--- src/rtl/spi_slave_port.sv ---
// SPI responder: synchronises the master's pins into clk_clk, shifts in one
// word per DATA_WIDTH sample edges and shifts out a word taken from a
// one-deep transmit holding register.
//
// state    | meaning
// ---------+-----------------------------------------------------------
// ST_IDLE  | not selected; MISO released and driven low
// ST_SHIFT | selected; sampling MOSI and shifting MISO on SCLK edges
module spi_slave_port #(
   parameter int                    DATA_WIDTH = 16,
   parameter logic [DATA_WIDTH-1:0] IDLE_WORD  = '0
) (
   input  logic                  clk_clk,
   input  logic                  reset_reset_n,
   input  logic                  cpol,
   input  logic                  cpha,
   input  logic                  spi_sclk,
   input  logic                  spi_cs_n,
   input  logic                  spi_mosi,
   output logic                  spi_miso,
   output logic                  spi_miso_oe,
   input  logic [DATA_WIDTH-1:0] tx_data,
   input  logic                  tx_valid,
   output logic                  tx_ready,
   output logic [DATA_WIDTH-1:0] rx_data,
   output logic                  rx_valid,
   output logic                  tx_underrun,
   output logic                  busy
);

   localparam int CNT_W = $clog2(DATA_WIDTH);

   typedef enum logic {
      ST_IDLE  = 1'b0,
      ST_SHIFT = 1'b1
   } state_t;

   state_t state_q, state_d;

   logic sclk_s1_q, sclk_s2_q, sclk_s3_q;
   logic cs_s1_q, cs_s2_q, cs_s3_q;
   logic mosi_s1_q, mosi_s2_q;

   logic [CNT_W-1:0]      cnt_q, cnt_d;
   logic [DATA_WIDTH-1:0] rx_sr_q, rx_sr_d;
   logic [DATA_WIDTH-1:0] tx_sr_q, tx_sr_d;
   logic [DATA_WIDTH-1:0] rx_data_q, rx_data_d;
   logic [DATA_WIDTH-1:0] hold_q, hold_d;
   logic                  hold_full_q, hold_full_d;
   logic                  miso_q, miso_d;
   logic                  rx_valid_q, rx_valid_d;
   logic                  underrun_q, underrun_d;
   // first_q: next shift edge only presents the MSB (cpha=1 start of frame)
   logic                  first_q, first_d;
   // reload_q: word complete, next shift edge loads a fresh TX word
   logic                  reload_q, reload_d;

   logic                  sclk_rise, sclk_fall, lead_edge, trail_edge;
   logic                  sample_edge, shift_edge, cs_fall, cs_rise;
   logic                  load_word;
   logic [DATA_WIDTH-1:0] rx_next;

   assign sclk_rise   = sclk_s2_q & ~sclk_s3_q;
   assign sclk_fall   = ~sclk_s2_q & sclk_s3_q;
   assign lead_edge   = cpol ? sclk_fall : sclk_rise;
   assign trail_edge  = cpol ? sclk_rise : sclk_fall;
   assign sample_edge = cpha ? trail_edge : lead_edge;
   assign shift_edge  = cpha ? lead_edge : trail_edge;
   assign cs_fall     = ~cs_s2_q & cs_s3_q;
   assign cs_rise     = cs_s2_q & ~cs_s3_q;
   assign rx_next     = {rx_sr_q[DATA_WIDTH-2:0], mosi_s2_q};

   assign spi_miso    = miso_q;
   assign tx_ready    = ~hold_full_q;
   assign rx_data     = rx_data_q;
   assign rx_valid    = rx_valid_q;
   assign tx_underrun = underrun_q;

   // Two-stage synchronisers plus history stage for edge detection.
   always_ff @(posedge clk_clk) begin
      if (!reset_reset_n) begin
         sclk_s1_q <= cpol;
         sclk_s2_q <= cpol;
         sclk_s3_q <= cpol;
         cs_s1_q   <= 1'b1;
         cs_s2_q   <= 1'b1;
         cs_s3_q   <= 1'b1;
         mosi_s1_q <= 1'b0;
         mosi_s2_q <= 1'b0;
      end else begin
         sclk_s1_q <= spi_sclk;
         sclk_s2_q <= sclk_s1_q;
         sclk_s3_q <= sclk_s2_q;
         cs_s1_q   <= spi_cs_n;
         cs_s2_q   <= cs_s1_q;
         cs_s3_q   <= cs_s2_q;
         mosi_s1_q <= spi_mosi;
         mosi_s2_q <= mosi_s1_q;
      end
   end

   // State register together with the shift/holding datapath registers.
   always_ff @(posedge clk_clk) begin
      if (!reset_reset_n) begin
         state_q     <= ST_IDLE;
         cnt_q       <= '0;
         rx_sr_q     <= '0;
         tx_sr_q     <= '0;
         rx_data_q   <= '0;
         hold_q      <= '0;
         hold_full_q <= 1'b0;
         miso_q      <= 1'b0;
         rx_valid_q  <= 1'b0;
         underrun_q  <= 1'b0;
         first_q     <= 1'b0;
         reload_q    <= 1'b0;
      end else begin
         state_q     <= state_d;
         cnt_q       <= cnt_d;
         rx_sr_q     <= rx_sr_d;
         tx_sr_q     <= tx_sr_d;
         rx_data_q   <= rx_data_d;
         hold_q      <= hold_d;
         hold_full_q <= hold_full_d;
         miso_q      <= miso_d;
         rx_valid_q  <= rx_valid_d;
         underrun_q  <= underrun_d;
         first_q     <= first_d;
         reload_q    <= reload_d;
      end
   end

   // Next state: chip select edges alone move the FSM.
   always_comb begin
      state_d = state_q;
      case (state_q)
         ST_IDLE:  if (cs_fall) state_d = ST_SHIFT;
         ST_SHIFT: if (cs_rise) state_d = ST_IDLE;
         default:  state_d = ST_IDLE;
      endcase
   end

   // Outputs decoded from state.
   always_comb begin
      busy        = (state_q == ST_SHIFT);
      spi_miso_oe = (state_q == ST_SHIFT);
   end

   // Datapath: sampling, shifting, word completion, reloads and holding register.
   always_comb begin
      cnt_d       = cnt_q;
      rx_sr_d     = rx_sr_q;
      tx_sr_d     = tx_sr_q;
      rx_data_d   = rx_data_q;
      hold_d      = hold_q;
      hold_full_d = hold_full_q;
      miso_d      = miso_q;
      rx_valid_d  = 1'b0;
      underrun_d  = 1'b0;
      first_d     = first_q;
      reload_d    = reload_q;
      load_word   = 1'b0;

      case (state_q)
         ST_IDLE: begin
            if (cs_fall) begin
               cnt_d     = '0;
               first_d   = cpha;
               reload_d  = 1'b0;
               load_word = 1'b1;
            end
         end
         ST_SHIFT: begin
            // CS wins over a coincident SCLK edge; the partial word is dropped.
            if (cs_rise) begin
               cnt_d    = '0;
               miso_d   = 1'b0;
               first_d  = 1'b0;
               reload_d = 1'b0;
            end else begin
               if (sample_edge) begin
                  rx_sr_d = rx_next;
                  if (cnt_q == CNT_W'(DATA_WIDTH - 1)) begin
                     rx_data_d  = rx_next;
                     rx_valid_d = 1'b1;
                     cnt_d      = '0;
                     reload_d   = 1'b1;
                  end else begin
                     cnt_d = cnt_q + CNT_W'(1);
                  end
               end
               if (shift_edge) begin
                  if (reload_q) begin
                     reload_d  = 1'b0;
                     load_word = 1'b1;
                  end else if (first_q) begin
                     first_d = 1'b0;
                  end else begin
                     tx_sr_d = {tx_sr_q[DATA_WIDTH-2:0], 1'b0};
                     miso_d  = tx_sr_q[DATA_WIDTH-2];
                  end
               end
            end
         end
         default: ;
      endcase

      // A load only sees words accepted in earlier cycles.
      if (load_word) begin
         if (hold_full_q) begin
            tx_sr_d     = hold_q;
            hold_full_d = 1'b0;
         end else begin
            tx_sr_d    = IDLE_WORD;
            underrun_d = 1'b1;
         end
         miso_d = tx_sr_d[DATA_WIDTH-1];
      end

      if (tx_valid && !hold_full_q) begin
         hold_d      = tx_data;
         hold_full_d = 1'b1;
      end
   end

endmodule

--- config.mk ---
export PLATFORM = sky130hd
export DESIGN_NAME = spi_slave_port
export DESIGN_NICKNAME = d
export VERILOG_FILES = /design/src/rtl/spi_slave_port.sv
export SDC_FILE = /design/constraint.sdc
export NUM_CORES = 1
export LEC_CHECK = 0
export ABC_CLOCK_PERIOD_IN_PS = 1790
export CAP_MARGIN = 10
export CORE_ASPECT_RATIO = 1.25
export CORE_MARGIN = 2
export CORE_UTILIZATION = 49
export DETAILED_ROUTE_END_ITERATION = 8
export PLACE_DENSITY = 0.74
export SYNTH_ARGS = -nofsm -noshare
export SYNTH_HDL_FRONTEND = slang
export SYNTH_SLANG_ARGS = --single-unit
--- constraint.sdc ---
create_clock -name clk_clk -period 1.79 [get_ports clk_clk]
set_input_delay 0.358 -clock clk_clk [delete_from_list [all_inputs] [get_ports clk_clk]]
set_output_delay 0.358 -clock clk_clk [all_outputs]
set_load 0.005 [all_outputs]
==> metrics.txt, run 1 <==
# TYPE chip_impl_metric gauge
chip_impl_metric{name="h-tree-depth",unit=""} 3
chip_impl_metric{name="synth-warning-count",unit=""} 0
chip_impl_metric{name="peakVddDrop",unit="mV"} 0.555
chip_impl_metric{name="met2_length",unit="um"} 3810
chip_impl_metric{name="die_w",unit="um"} 77.1
chip_impl_info{name="synth_top_area_cell",value="dfxtp_1"} 1
chip_impl_info{name="ys_top_cells_by_count",value="nand2_1, dfxtp_1, nor2_1, a21oi_1, clkbuf_1"} 1
chip_impl_info{name="cts_tree",value="yes"} 1
chip_impl_metric{name="cell_area_after_placement",unit="um^2"} 3940
chip_impl_info{name="clk_root_buffer_cell",value="clkbuf_8"} 1
chip_impl_metric{name="io_buffers",unit=""} 45
chip_impl_info{name="launching_element_type_of_the_critical_path",value="register"} 1
chip_impl_info{name="hold_path.startpoint",value="cs_s1_q"} 1
chip_impl_metric{name="antenna-diode-count",unit=""} 0
chip_impl_metric{name="critPathMaxFanout",unit=""} 9
chip_impl_metric{name="wirelength",unit="um"} 7100
chip_impl_info{name="min_to",value="cs_s2_q"} 1
chip_impl_metric{name="grt_first_pass_wirelength",unit="um"} 12100
chip_impl_metric{name="flow.area_growth_from_synthesis",unit="%"} 29.4
chip_impl_metric{name="cts_sinks",unit=""} 81
chip_impl_metric{name="hold-path-cell-count",unit=""} 1
chip_impl_metric{name="max_freq",unit="MHz"} 584
chip_impl_metric{name="final_cell_count_no_fill",unit=""} 531
chip_impl_metric{name="synth-async-reset-ratio",unit="%"} 0
chip_impl_metric{name="synth-seq-area-share",unit="%"} 49.6
chip_impl_info{name="setup_repair_after_global_routing_missed_its_margin",value="no"} 1
chip_impl_metric{name="max_stage_delay",unit="ns"} 0.33
chip_impl_metric{name="multi_input_area",unit="um^2"} 1520
chip_impl_metric{name="skew_pair_late_insertion_delay",unit="ns"} 0.36
chip_impl_metric{name="grt_max_degree",unit=""} 39
chip_impl_metric{name="drt_first_pass_iters",unit=""} 4
chip_impl_metric{name="die_h",unit="um"} 95.3
chip_impl_metric{name="synth_compound_area_share",unit="%"} 18.6
chip_impl_metric{name="core_area",unit="um^2"} 6520
chip_impl_metric{name="cts_buffers",unit=""} 9
chip_impl_info{name="hold_path_class",value="reg2reg"} 1
chip_impl_metric{name="synth-simple-area-share",unit="%"} 20.0
chip_impl_info{name="topmost_layer_with_routed_signal_wires",value="met4"} 1
chip_impl_metric{name="fp.dieArea",unit="um^2"} 7350
chip_impl_metric{name="first_global_vias",unit=""} 2729
chip_impl_metric{name="finalInstanceArea",unit="um^2"} 4230
chip_impl_metric{name="post_synth_edffs",unit=""} 0
chip_impl_metric{name="netlist-cell-type-count",unit=""} 40
chip_impl_metric{name="finalCriticalPeriod",unit="ns"} 1.71
chip_impl_metric{name="required_time_reported_for_the_critical_path_endpoint",unit="ns"} 2.04
chip_impl_metric{name="post_synth_instance_area",unit="um^2"} 3270
chip_impl_info{name="leading_post_synthesis_cells_by_cell_area",value="dfxtp_1, nand2_1, a21oi_1"} 1
chip_impl_info{name="yosys.cell_count.top_type",value="nand2_1"} 1
chip_impl_metric{name="ff2ff_path_depth",unit=""} 7
chip_impl_info{name="crit_type",value="reg2reg"} 1
chip_impl_metric{name="yosys.area.top_type_share",unit="%"} 49.6
chip_impl_metric{name="ff_latch_area",unit="um^2"} 1620
chip_impl_metric{name="groute.usage.overall",unit="%"} 20.8
chip_impl_metric{name="worst-slew-pin-transition",unit="ns"} 0.557
chip_impl_metric{name="layout.nets",unit=""} 464
chip_impl_metric{name="yosys_register_bits",unit=""} 81
chip_impl_metric{name="detailroute.via_count",unit=""} 2802
chip_impl_metric{name="pin_count",unit=""} 46
chip_impl_info{name="critical_path.cell_chain",value="nand2b_1 > mux2_4 > nor3_4 > buf_4 > buf_12 > mux2i_1 > nor2_1"} 1
chip_impl_metric{name="muxShareOfSynthArea",unit="%"} 6.35
chip_impl_metric{name="routed_len_inst",unit="um"} 13.4
chip_impl_info{name="regToRegEndpoint",value="rx_data[4]"} 1
chip_impl_info{name="crit_family",value="multiplexers"} 1
chip_impl_metric{name="powerDensity",unit="nW/um^2"} 900
chip_impl_metric{name="synthesis.instances",unit=""} 381
chip_impl_info{name="setup.worst_path.end_class",value="register"} 1
chip_impl_info{name="cp_slowest_cell",value="dfxtp_1"} 1
chip_impl_metric{name="drt_iter0_markers",unit=""} 153
chip_impl_metric{name="clk_path_buf_depth",unit=""} 2
chip_impl_metric{name="worstPathBufferInverterCount",unit=""} 2
chip_impl_metric{name="p_leak",unit="nW"} 1.52
chip_impl_metric{name="detailed_place_hpwl",unit="um"} 4770
chip_impl_metric{name="clkSlewWorstSetupHoldPaths",unit="ns"} 0.08
chip_impl_metric{name="cp_num_cells",unit=""} 7
chip_impl_metric{name="finalHoldViolCount",unit=""} 0
chip_impl_metric{name="wl_met1",unit="um"} 2980
chip_impl_metric{name="synthesis.nets",unit=""} 406
chip_impl_metric{name="placed_instances",unit=""} 511
chip_impl_metric{name="worstPathArrival",unit="ns"} 1.96
chip_impl_info{name="yosys_most_used_dff",value="dfxtp_1"} 1
chip_impl_metric{name="layout-drive-gt1-share",unit="%"} 13.1
chip_impl_metric{name="cts.hold.buffers_added",unit=""} 0
chip_impl_metric{name="initial_utilization",unit="%"} 50.1
chip_impl_metric{name="detail-route-antenna-nets",unit=""} 0
chip_impl_metric{name="grt.overflow.total",unit=""} 0
chip_impl_metric{name="drc_violations",unit=""} 0
chip_impl_info{name="synth_top_family_by_area",value="simple AND/OR/NAND/NOR gates"} 1
chip_impl_metric{name="final.period_utilization",unit="%"} 95.6
chip_impl_metric{name="synth-adder-area-share",unit="%"} 0.383
chip_impl_metric{name="maxSlewViolCount",unit=""} 0
chip_impl_metric{name="routed_via_density",unit=""} 5.28
chip_impl_metric{name="gpl.final_weighted_congestion",unit=""} 0.793
chip_impl_info{name="outcome",value="finished, final reports clean"} 1
chip_impl_metric{name="skew",unit="ns"} 0.0113
chip_impl_metric{name="row_count",unit=""} 33
chip_impl_metric{name="reg2reg_setup_slack",unit="ns"} 0.08
chip_impl_metric{name="dr_wl_met3",unit="um"} 172
chip_impl_info{name="rr_startpoint",value="sclk_s2_q"} 1
chip_impl_metric{name="nFillCells",unit=""} 566
chip_impl_metric{name="setup_viol_count_final",unit=""} 0
chip_impl_metric{name="relSlewSlack",unit="%"} 62.7
chip_impl_metric{name="cap_viol_max_count",unit=""} 0
chip_impl_metric{name="initial_antenna_violation_count",unit=""} 0
chip_impl_metric{name="synth_area_per_cell",unit="um^2"} 8.58
chip_impl_metric{name="synthXorXnorAreaFrac",unit="%"} 0.498
how the worst max path moves through the flow:
stage	slack (ns)	end	startpoint
floorplan	0.02	rx_data[10]	cpol
global placement	-0.43	rx_data[7]	cpol
detailed placement	-0.48	rx_data[4]	cpol
CTS	0.06	rx_sr_q[12]	cs_s3_q
global route	0.01	rx_data[4]	sclk_s2_q
finish	0.08	rx_data[4]	sclk_s2_q
layout make-up:
class                   count  area share [%]
clock buffers               9            2.93
clock inverters             7            2.40
inverters                   2           0.178
multi-input cells         270            35.9
flip-flops and latches     81            38.3
well taps                  87            2.57
repair buffers             75            17.7
sequential cells by signal, summed over array words and instances, names as in the netlist, 4 cells and up:
signal,count
cnt_q,4
rx_sr_q,15
tx_sr_q,15
rx_data,16
hold_q,16
logic make-up (layout without fill, tap and decap cells):
family / Yosys count / count (layout)
simple gates: 154 / 154
compound gates: 95 / 95
flops: 81 / 81
buf+inv: 30 / 93
mux: 19 / 19
fa+ha+maj: 1 / 1
xor+xnor: 1 / 1
power breakdown:
group	total [W]	internal, W	switching [W]
registers	0.00190	0.00186	0.0000326
clock network	0.00151	0.000797	0.000710
logic	0.000404	0.000195	0.000209
total	0.00381	0.00285	0.000952
what timing repair did:
| item | CTS | global route |
|---|---|---|
| cloned | 1 | 0 |
| gates resized for setup | 3 | 2 |
| setup buffers | 3 | 0 |
| endpoints found under the setup margin | 30 | 29 |
| pin swaps | 2 | 0 |
per-layer routing:
layer  up-vias  track usage [%]
met5         -                0
met2        43             38.5
met4         0             9.82
li1       1432                -
met3        10             5.30
met1      1317             22.3
layout by cell type (no fill, tap or decap), types with 3 or more instances in the layout:
cell / instances
a21oi_1: 37
dfxtp_1: 81
nand3_1: 6
a32oi_1: 12
buf_12: 4
nand2b_1: 10
a311oi_1: 3
o21ai_0: 17
a31oi_1: 6
nand2_1: 84
clkdlybuf4s50_1: 43
nor2_1: 41
mux2i_1: 17
buf_4: 25
and2_1: 3
clkbuf_8: 9
o211ai_1: 9
stage by stage:
step                hold slack (ns)  setup TNS [ns]  utilization [%]  power, W  worst slack (ns)
finish                        0.427               0             64.8   0.00381            0.0780
global route                  0.443               0             64.8   0.00395           0.00950
CTS                           0.431               0             64.8   0.00382            0.0627
detailed placement            0.411          -22.36             60.4   0.00233            -0.479
global placement              0.392          -20.23             60.4   0.00232            -0.430
floorplan                     0.386               0                -   0.00216            0.0164
Note: power is estimated with default switching activity, not from simulation.
==> run 2: changes to the inputs <==
- GPL_ROUTABILITY_DRIVEN: default -> 0
==> results of run 2 <==
The final DEF is identical to that of run 1; final timing and power are the same.
